$ cat src/rtl/pc_seq_pkg.sv
// pc_seq_pkg -- shared definitions for the PC sequencer.
//   state_t          : sequencer FSM states (BOOT, RUN, STALL)
//   WORD_BYTES       : bytes per instruction word (sequential PC step)
//   DEFAULT_RESET_PC : default fetch address loaded by reset
package pc_seq_pkg;

  typedef enum logic [1:0] {
    BOOT  = 2'd0,
    RUN   = 2'd1,
    STALL = 2'd2
  } state_t;

  localparam logic [31:0] WORD_BYTES       = 32'd4;
  localparam logic [31:0] DEFAULT_RESET_PC = 32'h0000_0000;

endpackage

$ cat src/rtl/pc_target_calc.sv
// pc_target_calc -- purely combinational next-address arithmetic.
// Ports:
//   pc     in  [31:0] current fetch address
//   offset in  [7:0]  signed word offset for jump/branch
//   seq4   out [31:0] pc + 4 (mod 2^32)
//   target out [31:0] seq4 + sign-extended offset * 4 (mod 2^32, silent wrap)
module pc_target_calc
  import pc_seq_pkg::*;
(
  input  logic [31:0] pc,
  input  logic [7:0]  offset,
  output logic [31:0] seq4,
  output logic [31:0] target
);

  logic [31:0] byte_offset;

  // Word offset -> byte offset: sign-extend and scale by WORD_BYTES (4).
  assign byte_offset = {{22{offset[7]}}, offset, 2'b00};
  assign seq4        = pc + WORD_BYTES;
  assign target      = seq4 + byte_offset;

endmodule

$ cat src/rtl/pc_sequencer.sv
// pc_sequencer -- program counter sequencer with stall handling and a
// one-entry pending-redirect register.
// Ports:
//   clk            in       system clock, rising edge
//   reset          in       synchronous active-high reset
//   busywait       in       memory busy: PC must hold
//   jump           in       unconditional relative jump request
//   branch_eq      in       branch request taken when zero=1
//   branch_ne      in       branch request taken when zero=0
//   zero           in       ALU zero flag of the current instruction
//   offset         in [7:0] signed word offset for jump/branch
//   pc             out[31:0] current fetch address (registered)
//   pc_valid       out      pc holds a fetchable address (registered)
//   redirect       out      one-cycle pulse after a taken redirect (registered)
//   dbg_state      out[1:0] current FSM state (state_t encoding)
//   dbg_pend_valid out      pending-redirect register valid bit
//
// Flow control: there is no valid/ready pair here. busywait is the only
// back-pressure; while it is high the PC holds and any taken request is
// parked in the pending register (first request wins) until release.
module pc_sequencer
  import pc_seq_pkg::*;
#(
  parameter logic [31:0] RESET_PC = DEFAULT_RESET_PC
) (
  input  logic        clk,
  input  logic        reset,
  input  logic        busywait,
  input  logic        jump,
  input  logic        branch_eq,
  input  logic        branch_ne,
  input  logic        zero,
  input  logic [7:0]  offset,
  output logic [31:0] pc,
  output logic        pc_valid,
  output logic        redirect,
  output logic [1:0]  dbg_state,
  output logic        dbg_pend_valid
);

  state_t      state_q, state_d;
  logic [31:0] pc_q, pc_d;
  logic        pc_valid_q, pc_valid_d;
  logic        redirect_q, redirect_d;
  logic        pend_valid_q, pend_valid_d;
  logic [31:0] pend_target_q, pend_target_d;

  logic [31:0] seq4;
  logic [31:0] target;
  logic        taken;

  pc_target_calc u_target_calc (
    .pc     (pc_q),
    .offset (offset),
    .seq4   (seq4),
    .target (target)
  );

  // Several requests at once still collapse to a single redirect to target.
  assign taken = jump | (branch_eq & zero) | (branch_ne & ~zero);

  always_ff @(posedge clk) begin
    if (reset) begin
      state_q       <= BOOT;
      pc_q          <= RESET_PC;
      pc_valid_q    <= 1'b0;
      redirect_q    <= 1'b0;
      pend_valid_q  <= 1'b0;
      pend_target_q <= 32'h0000_0000;
    end else begin
      state_q       <= state_d;
      pc_q          <= pc_d;
      pc_valid_q    <= pc_valid_d;
      redirect_q    <= redirect_d;
      pend_valid_q  <= pend_valid_d;
      pend_target_q <= pend_target_d;
    end
  end

  always_comb begin
    state_d       = state_q;
    pc_d          = pc_q;
    pc_valid_d    = pc_valid_q;
    redirect_d    = 1'b0;
    pend_valid_d  = pend_valid_q;
    pend_target_d = pend_target_q;

    unique case (state_q)
      // One cycle with the reset PC marked invalid; requests are ignored.
      BOOT: begin
        state_d    = RUN;
        pc_valid_d = 1'b1;
      end

      RUN: begin
        pc_valid_d = 1'b1;
        if (busywait) begin
          state_d = STALL;
          if (taken) begin
            pend_valid_d  = 1'b1;
            pend_target_d = target;
          end
        end else begin
          pc_d       = taken ? target : seq4;
          redirect_d = taken;
        end
      end

      STALL: begin
        pc_valid_d = 1'b1;
        if (busywait) begin
          // Only an empty pending register accepts a request.
          if (taken && !pend_valid_q) begin
            pend_valid_d  = 1'b1;
            pend_target_d = target;
          end
        end else begin
          state_d      = RUN;
          pend_valid_d = 1'b0;
          if (pend_valid_q) begin
            pc_d       = pend_target_q;
            redirect_d = 1'b1;
          end else if (taken) begin
            pc_d       = target;
            redirect_d = 1'b1;
          end else begin
            pc_d = seq4;
          end
        end
      end

      default: begin
        state_d = BOOT;
      end
    endcase
  end

  assign pc             = pc_q;
  assign pc_valid       = pc_valid_q;
  assign redirect       = redirect_q;
  assign dbg_state      = state_q;
  assign dbg_pend_valid = pend_valid_q;

endmodule

$ cat config.mk
export PLATFORM = sky130hd
export DESIGN_NAME = pc_sequencer
export DESIGN_NICKNAME = d
export VERILOG_FILES = /design/src/rtl/pc_seq_pkg.sv /design/src/rtl/pc_target_calc.sv /design/src/rtl/pc_sequencer.sv
export SDC_FILE = /design/constraint.sdc
export NUM_CORES = 1
export LEC_CHECK = 0
export ABC_CLOCK_PERIOD_IN_PS = 6740
export CORE_MARGIN = 4
export CORE_UTILIZATION = 60
export DETAILED_ROUTE_END_ITERATION = 10
export PLACE_DENSITY = 0.83
export SLEW_MARGIN = 10
export SYNTH_ARGS = -nofsm -noshare
export SYNTH_HDL_FRONTEND = slang
export SYNTH_SLANG_ARGS = --single-unit
$ cat constraint.sdc
create_clock -name clk -period 6.74 [get_ports clk]
set_clock_uncertainty 0.2 [all_clocks]
set_input_delay 1.348 -clock clk [delete_from_list [all_inputs] [get_ports clk]]
set_output_delay 1.348 -clock clk [all_outputs]
set_load 0.03 [all_outputs]
**Yosys cells after proc, flatten, opt, wreduce, memory -nomap -nowiden**

Cells that the tools add are included.

- Register bits: 69
- Output and inout port bits: 37
- Logic and storage cells: 54

- $add $sub $neg: 2
- Equal/unequal tests: 9
- Multiplexer cells: 23
- Bitwise operators: 5
- Reductions and logical operators: 9

Operator list:

| operator | number |
|---|---|
| $mux W32 | 8 |
| $pmux W32 S2 | 2 |
| $add A32 B3 Y32 const B | 1 |
| $add A32 B32 Y32 | 1 |
| $ne A2 B2 Y1 const B | 6 |
| $mux W1 | 8 |
| $pmux W2 S3 | 1 |
| $reduce_and A5 Y1 | 1 |
| $mux W2 | 2 |
| $pmux W1 S2 | 2 |
| $reduce_and A4 Y1 | 1 |
| $ne A3 B3 Y1 const B | 1 |
| $reduce_and A3 Y1 | 1 |
| $reduce_or A3 Y1 | 1 |
| $and A1 B1 Y1 | 2 |
| $eq A2 B1 Y1 const B | 1 |
| $eq A2 B2 Y1 const B | 1 |
| $logic_not A2 Y1 | 1 |
| $or A1 B1 Y1 | 2 |
| $reduce_and A2 Y1 | 1 |
| $reduce_bool A2 Y1 | 1 |
| $logic_and A1 B1 Y1 | 1 |
| $logic_not A1 Y1 | 1 |
| $not A1 Y1 | 1 |

**Depth between registers and ports, before layout**

Gate-level depths: netlist of run 1.

- Depth after elaboration: 7
- Gate-level depth with buffers: 16

**Modules after synthesis**

A second synthesis of run 1 with hierarchy kept.

- Cells, all modules: 761
- Area total of the unflattened synthesis: 6088.3 µm²

Modules (own cells, without submodules):

| module | times used | cells an instance | area an instance (µm²) | sequential area each (µm²) |
|---|---|---|---|---|
| pc_sequencer | 1 | 457 | 3961.3 | 1381.3 |
| pc_target_calc | 1 | 304 | 2127.0 | 0.0 |

**Least setup slack after synthesis of run 1**

No wires, ideal clock.

- Path type: flip-flop to flip-flop
- Start point: register pc_q[6] (netlist: pc[6])
- End point: register pend_target_q[31]
- Data arrival time: 3.463 ns
- Path slack: 3.007 ns
- Stages on the path, launching flop included: 17
- Path buffers: 0
- Cells stage by stage: dfxtp_1 nand4_1 nor2_1 nand3_1 or2_1 nor2_1 xor2_1 ha_1 a21o_1 a211o_1 o22a_1 and3_1 a31oi_1 xor2_1 xor2_1 nand2_1 a21oi_1

- Longest elaborated chain between the ends: 5
- Elaborated cells between the ends (all ways): 7

RTL lines:

| what | line | source |
|---|---|---|
| start: declaration | pc_sequencer.sv:42 | `logic [31:0] pc_q, pc_d;` |
| start signal: assignment | pc_sequencer.sv:72 | `pc_q <= pc_d;` |
| $add A32 B3 Y32 (*) | pc_target_calc.sv:20 | `assign seq4 = pc + WORD_BYTES;` |
| $add A32 B32 Y32 (*) | pc_target_calc.sv:21 | `assign target = seq4 + byte_offset;` |
| $mux W32 (on tied branches) | pc_sequencer.sv:113, pc_sequencer.sv:99 |  |
| $mux W32 (on tied branches) | pc_sequencer.sv:111, pc_sequencer.sv:97 |  |
| $pmux W32 S2 (*) | pc_sequencer.sv:88 | `unique case (state_q)` |
| end signal: assignment | pc_sequencer.sv:76 | `pend_target_q <= pend_target_d;` |
| end: declaration | pc_sequencer.sv:46 | `logic [31:0] pend_target_q, pend_target_d;` |

Mark *: on every way between the ends. The rest lies on a longest branch, timed or not. The select of a mux whose other input is x is not followed.
A chain may end at the register's enable or synchronous reset.

**Worst setup path after layout of run 1**

- Start point: input port offset[7]
- End point: register pc_q[24] (netlist: pc[24])

- Longest elaborated chain between the ends: 5
- Elaborated cells between the ends (all ways): 6

RTL lines:

| what | line | source |
|---|---|---|
| start: declaration | pc_sequencer.sv:33 | `input logic [7:0] offset,` |
| $add A32 B32 Y32 (*) | pc_target_calc.sv:21 |  |
| $mux W32 (*) | pc_sequencer.sv:104, pc_sequencer.sv:123 |  |
| $mux W32 | pc_sequencer.sv:120 | `if (pend_valid_q) begin` |
| $mux W32 | pc_sequencer.sv:111 | `if (busywait) begin` |
| $pmux W32 S2 (*) | pc_sequencer.sv:88 |  |

Marked as above.

==> results of run 1 <==
-- final timing paths --
kind | startpoint | endpoint | slack, ps
worst max-delay path | offset[7] | pc[24] | 1900
worst min-delay path | pend_target_q[10] | pend_target_q[10] | 260
worst max register to register | pc[2] | pc[24] | 2260
worst min register to register | pend_target_q[10] | pend_target_q[10] | 260
-- critical path, delay by kind of cell --
kind	cells	cell delay (ps)
xor gates and xnor gates	1	170
buffers and inverters	1	830
and+or+nand+nor	2	180
adders and majority gates	1	580
AOI/OAI and AO/OA	6	1760
-- area by class of cell --
cell class	instances	area (um^2)	area share, %
multi-input cells	581	3700	60.9
repair buffers	58	558	9.19
well taps	108	135	2.23
inverters	14	52.6	0.866
clock inverters	7	121	2.00
clock buffers	9	124	2.04
flip-flops and latches	69	1380	22.8
-- cell families after synthesis --
group	count (synthesis)	synth area share, %
adders and majority gates	42	10.1
and+or+nand+nor	274	24.6
buffers and inverters	50	4.37
AOI/OAI and AO/OA	206	25.1
muxes	4	0.756
DFF	69	26.1
xor gates and xnor gates	55	9.10
-- power by group through the flow --
stage / Combinational [mW] / Sequential (mW) / Clock, mW
final: 0.538 / 0.489 / 0.430
after global routing: 0.590 / 0.494 / 0.447
after CTS: 0.531 / 0.488 / 0.432
after detailed placement: 0.525 / 0.497 / 0
after global placement: 0.515 / 0.495 / 0
after floorplan: 0.340 / 0.531 / 0
-- layout by cell type, fill, tap and decap left out, types with 9 or more instances in the layout --
master           instances
a211oi_1                13
a21o_1                  14
a21oi_1                 81
and3_1                  12
clkbuf_8                 9
clkdlybuf4s50_1         50
dfxtp_1                 69
ha_1                    41
inv_1                   14
nand2_1                114
nand3_1                 26
nand4_1                 12
nor2_1                  60
nor3_1                  14
o21ai_0                 26
o21ai_1                 10
xnor2_1                 33
xor2_1                  22
-- flip-flops by register name, summed over array words and instances, names as in the netlist --
register,count
dbg_state,2
redirect,1
pend_target_q,32
dbg_pend_valid,1
pc,32
pc_valid,1
-- metrics by stage --
stage | utilization (%) | area [um^2] | power (mW)
floorplan | - | 5290 | 0.871
global placement | 67.5 | 5830 | 1.01
detailed placement | 67.5 | 5830 | 1.02
CTS | 70.3 | 6070 | 1.45
global route | 70.3 | 6070 | 1.53
finish | 70.3 | 6070 | 1.46
-- per-layer routing --
| layer | global-route usage (%) | share of wire [%] | vias to the layer above |
|---|---|---|---|
| li1 | - | - | 2564 |
| met1 | 40.9 | 43 | 2519 |
| met2 | 52.5 | 47 | 242 |
| met3 | 4.51 | 7.4 | 33 |
| met4 | 11.0 | 2.1 | 0 |
| met5 | 0 | 0 | - |
==> flow_summary.json, run 1 <==
{
  "yosys-top-cells-area": "dfxtp_1 26%, ha_1 9.7%, nand2_1 8.1%",
  "hold_depth": 2,
  "placed_cells": 830,
  "cpMostUsedCell": "a21oi_1",
  "grt_overflow": 0,
  "grt_pass1_wl_um": 25800,
  "grt_usage_pct": 31.2,
  "netlist_area_um2": 5290,
  "synth_edf_count": 0,
  "die_x_um": 102,
  "outcome": "complete, no violations",
  "fp.coreArea_um2": 8640,
  "synth_commonest_cells": "114 x nand2_1, 81 x a21oi_1, 69 x dfxtp_1",
  "detailed_place_hpwl_um": 10900,
  "tightest_slew_ps": 1160,
  "hold_viol": 0,
  "grt_max_degree": 59,
  "ys.flop_type": "dfxtp_1",
  "cap_violations": 0,
  "seqPwrFrac_pct": 33.6,
  "fmax_mhz": 207,
  "drc": 0,
  "ant_nets": 0,
  "endpoint_kind": "flop",
  "h-tree-depth": 3,
  "fin_crit_sh_pct": 71.8,
  "p_sw_mw": 0.553,
  "ys_seq_area_share_pct": 26.1,
  "fill_cells": 723,
  "antenna_found_initial": 0,
  "leakage_nw": 2.49,
  "portBuffers": 51,
  "r2r_cells": 14,
  "ys_async_sr_fraction_pct": 0,
  "grt_pass1_vias": 5238,
  "io_pins": 52,
  "postCtsResizedCells": 0,
  "drt_iter0_markers": 475,
  "preCtsSetupSlack_ps": 1700,
  "post_cts_buffers": 0,
  "avgSynthCellArea_um2": 7.56,
  "intPower_mw": 0.904,
  "wirelength_um": 15700,
  "switching_share_pct": 37.9,
  "cts_root_buf": "clkbuf_8",
  "comb_power_share_pct": 36.9,
  "synth.yosys.warnings": 0,
  "cpPeakStageDelay_ps": 830,
  "setup_viol": 0,
  "synth-seq-cells": 69,
  "drive_gt1_share_pct": 5.56,
  "numCtsBuffers": 9,
  "fp.dieH_um": 102,
  "cts_hold_buf": 0,
  "max-slew-margin-rel_pct": 22.4,
  "dr.pass1.iters": 6,
  "gp_congestion": 0.965,
  "cts_tree": "built",
  "required_ps": 6790,
  "powerDensity_nw_per_um2": 240,
  "synth_top_area_share_pct": 26.1,
  "fin_ws_ps": 1900,
  "final_max_slew_viol_count": 0,
  "slowest_stage": "clkdlybuf4s50_1",
  "rows": 34,
  "yosysMostFrequentCell": "nand2_1",
  "rsz0062_at_grt": "false",
  "setup_tns_ps": 0,
  "clock_latency_ps": 370,
  "diodes": 0,
  "critPathArrivalTime_ps": 4890,
  "clock-sinks": 69,
  "hold_ws_ps": 256,
  "wl_per_cell_um": 18.5,
  "clock_path_buffers": 2,
  "fin_crit_ps": 4840,
  "die-area_um2": 10400,
  "synth_cells": 700,
  "synth_top_area_cell": "dfxtp_1",
  "fin_nets": 790,
  "irDropWorstVdd_mv": 0.137,
  "synth_nets": 757,
  "clkPwrFrac_pct": 29.5,
  "cp_max_fo": 15,
  "critical_path_class": "input port to flop",
  "cp_cell_sequence": "clkdlybuf4s50_1 > ha_1 > a21oi_1 > nor3_1 > a2111oi_0 > a21oi_1 > a21oi_1 > o21bai_1 > xor2_1 > nand3_1 > a311oi_1",
  "cts.clk_slew.worst_paths_ps": 80,
  "vias": 5358,
  "ys_types": 69,
  "hp-class": "flop to flop",
  "crit_path_start_kind": "input port",
  "start_util_pct": 61.3,
  "vias_per_cell": 6.33,
  "finalNonFillerCells": 846,
  "synthToLayoutAreaGrowth_pct": 14.7
}
Power figures use the tool's default switching activity.
==> run 2: changes to the inputs <==
--- a/config.mk
+++ b/config.mk
@@ -5,11 +5,11 @@
 export SDC_FILE = /design/constraint.sdc
 export NUM_CORES = 1
 export LEC_CHECK = 0
-export ABC_CLOCK_PERIOD_IN_PS = 6740
+export ABC_CLOCK_PERIOD_IN_PS = 4340
 export CORE_MARGIN = 4
-export CORE_UTILIZATION = 60
+export CORE_UTILIZATION = 53
 export DETAILED_ROUTE_END_ITERATION = 10
-export PLACE_DENSITY = 0.83
+export PLACE_DENSITY = 0.78
 export SLEW_MARGIN = 10
 export SYNTH_ARGS = -nofsm -noshare
 export SYNTH_HDL_FRONTEND = slang
==> constraint.sdc (replaced) <==
create_clock -name clk -period 4.34 [get_ports clk]
set_clock_uncertainty 0.2 [all_clocks]
set_input_delay 0.868 -clock clk [delete_from_list [all_inputs] [get_ports clk]]
set_output_delay 0.868 -clock clk [all_outputs]
set_load 0.03 [all_outputs]
==> flow_summary.json, run 2 (synthesis gave the netlist of run 1 again) <==
{
  "outcome": "complete, no violations",
  "cts_tree": "built",
  "met3_usage_pct": 3.88,
  "grt_overflow": 0,
  "drive_gt1_share_pct": 7.18,
  "rsz0062_at_grt": "false",
  "fin_crit_ps": 4050,
  "cp_cell_sequence": "nand4_1 > nor2_1 > nand3_1 > or2_1 > nor2_1 > xor2_1 > ha_1 > a21o_1 > a211o_1 > nor2_1 > nand3_1 > and3_1 > a41o_1 > xnor2_1 > a21oi_1 > o21ai_1",
  "hold_viol": 0,
  "setup_tns_ps": 0,
  "grt_usage_pct": 27.4,
  "met1_usage_pct": 36.0,
  "portBuffers": 51,
  "rows": 36,
  "post_cts_buffers": 0,
  "start_util_pct": 54.4,
  "detailed_place_hpwl_um": 11300,
  "postCtsResizedCells": 0,
  "die_x_um": 108,
  "wirelength_um": 15500,
  "critical_path_class": "flop to flop",
  "synthToLayoutAreaGrowth_pct": 17.7,
  "endpoint_kind": "flop",
  "cpMostUsedCell": "nor2_1",
  "clock_latency_ps": 370,
  "fmax_mhz": 247,
  "cts.clk_slew.worst_paths_ps": 90,
  "slowest_stage": "dfxtp_1",
  "fp.coreArea_um2": 9730,
  "fin_nets": 804,
  "numCtsBuffers": 9,
  "layout_commonest_cell": "nand2_1",
  "postLayoutCoreUtil_pct": 64.0,
  "grt_use_met2_pct": 46.4,
  "diodes": 0,
  "hp-class": "flop to flop",
  "dr.pass1.iters": 4,
  "fin_crit_sh_pct": 93.3,
  "h-tree-depth": 3,
  "clock_path_buffers": 2,
  "ant_nets": 0,
  "final_max_slew_viol_count": 0,
  "wl_per_cell_um": 17.5,
  "tightest_slew_ps": 944,
  "cts_hold_buf": 0,
  "path_buf_inv": 0,
  "leakage_nw": 2.57,
  "finalNonFillerCells": 885,
  "antenna_found_initial": 0,
  "cpPeakStageDelay_ps": 430,
  "gp_congestion": 0.978,
  "cp_max_fo": 6,
  "critPathArrivalTime_ps": 4150,
  "irDropWorstVdd_mv": 0.177,
  "required_ps": 4440,
  "top_usage_layer": "met2",
  "grt_pass1_wl_um": 25400,
  "fin_ws_ps": 292,
  "clock-sinks": 69,
  "cap_violations": 0,
  "io_pins": 52,
  "vias": 5315,
  "preCtsSetupSlack_ps": 201,
  "vias_per_cell": 6.01,
  "cts_root_buf": "clkbuf_8",
  "placed_area_um2": 5970,
  "die-area_um2": 11700,
  "fp.dieH_um": 108,
  "grt_pass1_vias": 5204,
  "max-slew-margin-rel_pct": 37.0,
  "hold_ws_ps": 246,
  "grt_max_degree": 38,
  "crit_path_start_kind": "flop",
  "placed_cells": 869,
  "setup_viol": 0,
  "drt_iter0_markers": 317,
  "drc": 0,
  "powerDensity_nw_per_um2": 372,
  "cpLargestDelayFamily": "simple AND/OR/NAND/NOR gates",
  "final_area_um2": 6230,
  "total_power_mw": 2.32,
  "final_cell_mix": "114 x nand2_1, 81 x a21oi_1, 69 x dfxtp_1"
}
==> run 2: worst register-to-register path, cell delays in order, from the launching register on <==
cell and delay (ps):
dfxtp_1 430, nand4_1 160, nor2_1 240, nand3_1 150, or2_1 330, nor2_1 160
xor2_1 240, ha_1 320, a21o_1 180, a211o_1 320, nor2_1 150, nand3_1 130
and3_1 240, a41o_1 260, xnor2_1 200, a21oi_1 100, o21ai_1 170
==> run 2: layout make-up <==
| type | instances | area, um^2 |
|---|---|---|
| sequential | 69 | 1380 |
| tap | 133 | 166 |
| clock buffer | 10 | 128 |
| multi-input combinational | 581 | 3690 |
| timing repair buffer | 72 | 676 |
| inverter | 14 | 52.6 |
| clock inverter | 6 | 134 |
| fill | 906 | 3500 |
==> run 2: path summary, 6_finish.rpt <==
path	depth (start not counted)	end	from	slack, ps
setup / recovery	16	pc[27]	pc[6]	290
setup reg to reg	16	pc[27]	pc[6]	290
hold / removal	2	pc_valid	pc_valid	250
hold reg to reg	2	pc_valid	pc_valid	250
==> run 2: layer usage <==
metal | vias up | part of all wire [%] | wire (um)
li1 | 2596 | - | -
met1 | 2545 | 45 | 7020
met2 | 149 | 48 | 7380
met3 | 25 | 5.3 | 815
met4 | 0 | 1.9 | 298
met5 | - | 0 | 0
==> run 2: power breakdown <==
group / internal, mW / leakage, nW / switching (mW) / total (mW)
registers: 0.693 / 0.562 / 0.0638 / 0.757
logic: 0.338 / 1.88 / 0.506 / 0.844
clock network: 0.441 / 0.131 / 0.275 / 0.716
total: 1.47 / 2.57 / 0.844 / 2.32
==> run 3: changes to the inputs <==
==> constraint.sdc (replaced) <==
create_clock -name clk -period 4.34 [get_ports clk]
set_clock_uncertainty 0.2 [all_clocks]
set_input_delay 0.868 -clock clk [delete_from_list [all_inputs] [get_ports clk]]
set_output_delay 0.868 -clock clk [all_outputs]
set_load 0.02 [all_outputs]
==> results of run 3 <==
The final DEF is identical to that of run 2. Status: complete, no violations.
Among the figures that moved: total power 2.32 mW -> 2.29 mW; worst IR drop on VDD 0.177 mV -> 0.174 mV
==> edit 1: new RTL, settings of run 3 <==
Register the output `dbg_pend_valid` once more, without a reset; this adds one clock of latency there. The other outputs are not delayed to match.
--- a/src/rtl/pc_sequencer.sv
+++ b/src/rtl/pc_sequencer.sv
@@ -141,3 +141,5 @@
   assign dbg_state      = state_q;
-  assign dbg_pend_valid = pend_valid_q;
+  always_ff @(posedge clk) begin
+    dbg_pend_valid <= pend_valid_q;
+  end
 
Check against the original RTL: not equivalent (a bounded check fails within 4 cycles, from zero or initial values and one cycle with reset high).
==> edit 1 against run 3 <==
Sequential power increased by 2%; clock power decreased by 12%; sequential cell count increased by 1; design area decreased by 0.62%; total power decreased by 3.0%; first-iteration DRC count increased by 57%; global-route usage increased by 0.23 points; synthesized area increased by 0.38%; setup slack got worse by 40 ps; routed wire length increased by 3.3%.
==> edit 1: results (changes against run 3) <==
Synthesis
  • Top cells by area, synth: dfxtp_1 26%, ha_1 9.7%, nand2_1 8.1%, a21oi_1 7.6%, xnor2_1 5.4%
  • Post-synth top cells: 114 x nand2_1, 81 x a21oi_1, 70 x dfxtp_1
  • Mux share of post-synthesis cell area: 0.00753 (-0.0000285)
  • Synth Area in Compound Gates: 0.250 (-0.000944)
  • Xor-xnor portion of the synthesized cell area: 0.0907 (-0.000343)
  • Mapped Nets: 758 (+0.13%)
  • Sequential area share after synthesis: 0.264 (+0.00278)
  • Post-Synth Adder-Cell Area: 0.100 (-0.000379)
  • Prevailing post-synth register cell: dfxtp_1

Routing
  • Total routed wirelength: 16000 microns (+3.3%)
  • Via Count: 5499 (+3.5%)
  • Iteration-0 DRC Markers: 498 (+57%)

Layout
  • Ratio of cells with drive above 1 in the final layout: 0.0668 (-0.00505)
  • Fillers: 878 (-3.1%)
  • Nets: 801 (-0.37%)

Status
  • Status: complete, no violations

Hold path
  • Hold Path Stages: 0 (-2)
  • Hold EP: dbg_pend_valid

Placement
  • Placer Congestion: 1.05 (+7.8%)
  • Post-DP HPWL: 11200 microns (-0.74%)

Critical path
  • Setup slack, reg-to-reg: 250 ps (-40 ps)
  • Worst Path Arrival: 4110 ps (-40 ps)
  • Worst R2R End: pc[23]

STA
  • Min Hold Slack: 183 ps (-63.1 ps)
  • Slew margin rel.: 0.411 (+0.0408)

Pwr
  • Sw Pwr: 0.825 mW (+0.79%)
  • Worst VDD drop: 0.165 mV (-5.2%)
  • Seq group: 0.769 mW (+2%)
  • Clk network pwr share: 0.284 (-0.029)
  • Static Leak: 2.55 nW (-0.89%)

Global routing
  • Largest net degree at the start of global routing: 39 (+2.6%)
  • Vias in the first global route: 5274 (+1.3%)
  • First-pass GRT wire length: 25800 microns (+1.5%)
  • Total GRT Usage: 0.276 (+0.00229)

Clock tree
  • Post-CTS Setup Bufs: 0 (unchanged)
==> edit 1: cells by family after synthesis <==
logic type / count (synthesis)
flip-flops: 70
AO/OA/AOI/OAI: 206
adder cells (fa/ha/maj): 42
XOR/XNOR: 55
buffers and inverters: 50
AND/OR/NAND/NOR: 274
multiplexers: 4
==> edit 1: per-stage QoR <==
| stage | setup slack [ps] | total power, mW | instances | instance area, sq um | util |
|---|---|---|---|---|---|
| 5_1_grt | 3.47 | 2.34 | 882 | 6190 | 0.633 |
| 4_1_cts | 306 | 2.21 | 882 | 6190 | 0.633 |
| 3_3_place_gp | 331 | 1.56 | 866 | 5960 | 0.609 |
| 3_5_place_dp | 219 | 1.58 | 866 | 5960 | 0.609 |
| 2_1_floorplan | 693 | 1.34 | 701 | 5310 | - |
| 6_report | 252 | 2.22 | 882 | 6190 | 0.633 |
==> edit 1: area by class of cell <==
cell class / count / area share
Multi-Input combinational cell: 581 / 0.596
Sequential cell: 70 / 0.226
Timing Repair Buffer: 68 / 0.104
Tap cell: 133 / 0.0269
Clock buffer: 12 / 0.0251
Clock inverter: 4 / 0.0125
Inverter: 14 / 0.00849
==> edit 1: layer usage <==
layer  up-vias  routed length [microns]  track usage
li1       2588                        -            -
met1      2564                     6580        0.341
met2       288                     7480        0.464
met3        59                     1280       0.0478
met4         0                      673        0.135
met5         -                        0            0
==> edit 1: worst max path at each step <==
stage	start	end	slack, ps	depth (start not counted)
after floorplan	pc[6]	pend_target_q[31]	690	16
after global placement	offset[7]	pc[30]	330	13
after global routing	pc[2]	pend_target_q[31]	3	16
after detailed placement	offset[7]	pc[30]	220	12
after CTS	pc[6]	pc[23]	310	16
final	pc[6]	pc[23]	250	16
==> edit 2: new RTL, flow settings as in run 3 <==
Without the edit above. The output `redirect` loses its register stage (`redirect_q` becomes a continuous assignment).
--- a/src/rtl/pc_sequencer.sv
+++ b/src/rtl/pc_sequencer.sv
@@ -66,3 +66,2 @@
       pc_valid_q    <= 1'b0;
-      redirect_q    <= 1'b0;
       pend_valid_q  <= 1'b0;
@@ -73,3 +72,2 @@
       pc_valid_q    <= pc_valid_d;
-      redirect_q    <= redirect_d;
       pend_valid_q  <= pend_valid_d;
@@ -78,2 +76,4 @@
   end
+
+  assign redirect_q = redirect_d;
 
Function: changed (a bounded check fails within 4 cycles, from zero or initial values and one cycle with reset high).
==> edit 2 against run 3 <==
Synthesized area is 0.35% higher; design area grew 0.52%; total power fell by 6.4%; combinational power down 3.4%; highest routed layer unchanged; critical endpoint is now pend_target_q[30]; clock power fell by 15%; largest power group unchanged; synthesized cell count grew 1.1%; routed wire length decreased by 1.7%; setup slack got worse by 91 ps; sequential cell count is 1 lower.
==> edit 2: results (changes against run 3) <==
STA
  • Min Hold Slack: 258 ps (+12.2 ps)
  • Slew margin rel.: 0.330 (-0.0404)

Status
  • Status: complete, no violations

Hold path
  • HP Start: pend_target_q[22]
  • Hold EP: pend_target_q[22]

Routing
  • Routed length on met2: 7000 microns (-5.1%)
  • Number of detailed-route iterations in the first pass: 5 (+1)
  • M1 wire length: 6720 microns (-4.2%)
  • Wire length per cell: 17.1 microns (-2.4%)
  • Via Count: 5461 (+2.7%)
  • Iteration-0 DRC Markers: 443 (+40%)
  • Routed wl met3: 1130 microns (+39%)

Pwr
  • Comb pwr: 0.790 mW (-3.4%)
  • Worst VDD drop: 0.236 mV (+35%)
  • Static Leak: 2.61 nW (+1.4%)
  • Power Density: 342 nW/um^2 (-6.9%)
  • Clk network pwr share: 0.285 (-0.028)

Layout
  • Fillers: 831 (-8.3%)
  • Non-CTS inverters: 10 (-4)
  • Sequential cell area share: 0.217 (-0.00435)

Placement
  • Placer Congestion: 0.959 (-1.9%)
  • Placement-stage cell area: 6020 sq um (+0.96%)
  • Post-DP HPWL: 10600 microns (-6.1%)

Global routing
  • Total GRT Usage: 0.267 (-0.00700)
  • M3 GR Usage: 0.0424 (+0.00358)
  • Met2 GRT Util: 0.429 (-0.0351)
  • Largest net degree at the start of global routing: 44 (+16%)
  • GR Layer Usage met1: 0.351 (-0.00933)
  • First-pass GRT wire length: 25300 microns (-0.54%)
  • Vias in the first global route: 5261 (+1.1%)

Synthesis
  • Top cells by area, synth: dfxtp_1 26%, ha_1 9.7%, nand2_1 8.7%, a21oi_1 7.9%, xnor2_1 5.1%
  • Xor-xnor portion of the synthesized cell area: 0.0923 (+0.00133)
  • Sequential area share after synthesis: 0.256 (-0.00469)
  • Synth Area in Compound Gates: 0.263 (+0.0125)
  • Post-synth top cells: 123 x nand2_1, 84 x a21oi_1, 68 x dfxtp_1
  • Yosys reg bits: 68 (-1.4%)
  • Distinct cells, synth: 65 (-5.8%)
  • Mapped Nets: 765 (+1.1%)

Critical path
  • Launching point of the worst reg2reg path: pc[5]
  • Register-to-Register Path Depth: 15 (-1)
edit 2: changes by cell type after synthesis, moves of 6 or more:
| cell | change |
|---|---|
| o21ai_1 | +6 |
| nand3_1 | -9 |
| nand2_1 | +9 |
| o21ai_0 | -14 |
| a211oi_1 | -8 |
| nor2b_1 | +8 |
edit 2: worst register-to-register path, cell delays in order, from the launching register on:
cell and delay, ps:
dfxtp_1 430, and4_1 280, and3_1 220, and3_1 300, and3_1 200, xor2_1 200, ha_1 320, a21oi_1 280
nor2b_1 70, o21ai_0 150, nor4b_2 300, o21ai_1 180, a211o_1 320, or3_1 350, nand3_1 120, a21oi_1 70
edit 2: through the flow:
stage	setup WS, ps	util	cells
global placement	193	0.616	875
CTS	267	0.639	891
finish	201	0.641	891
global route	0.125	0.641	891
floorplan	535	-	708
detailed placement	140	0.616	875
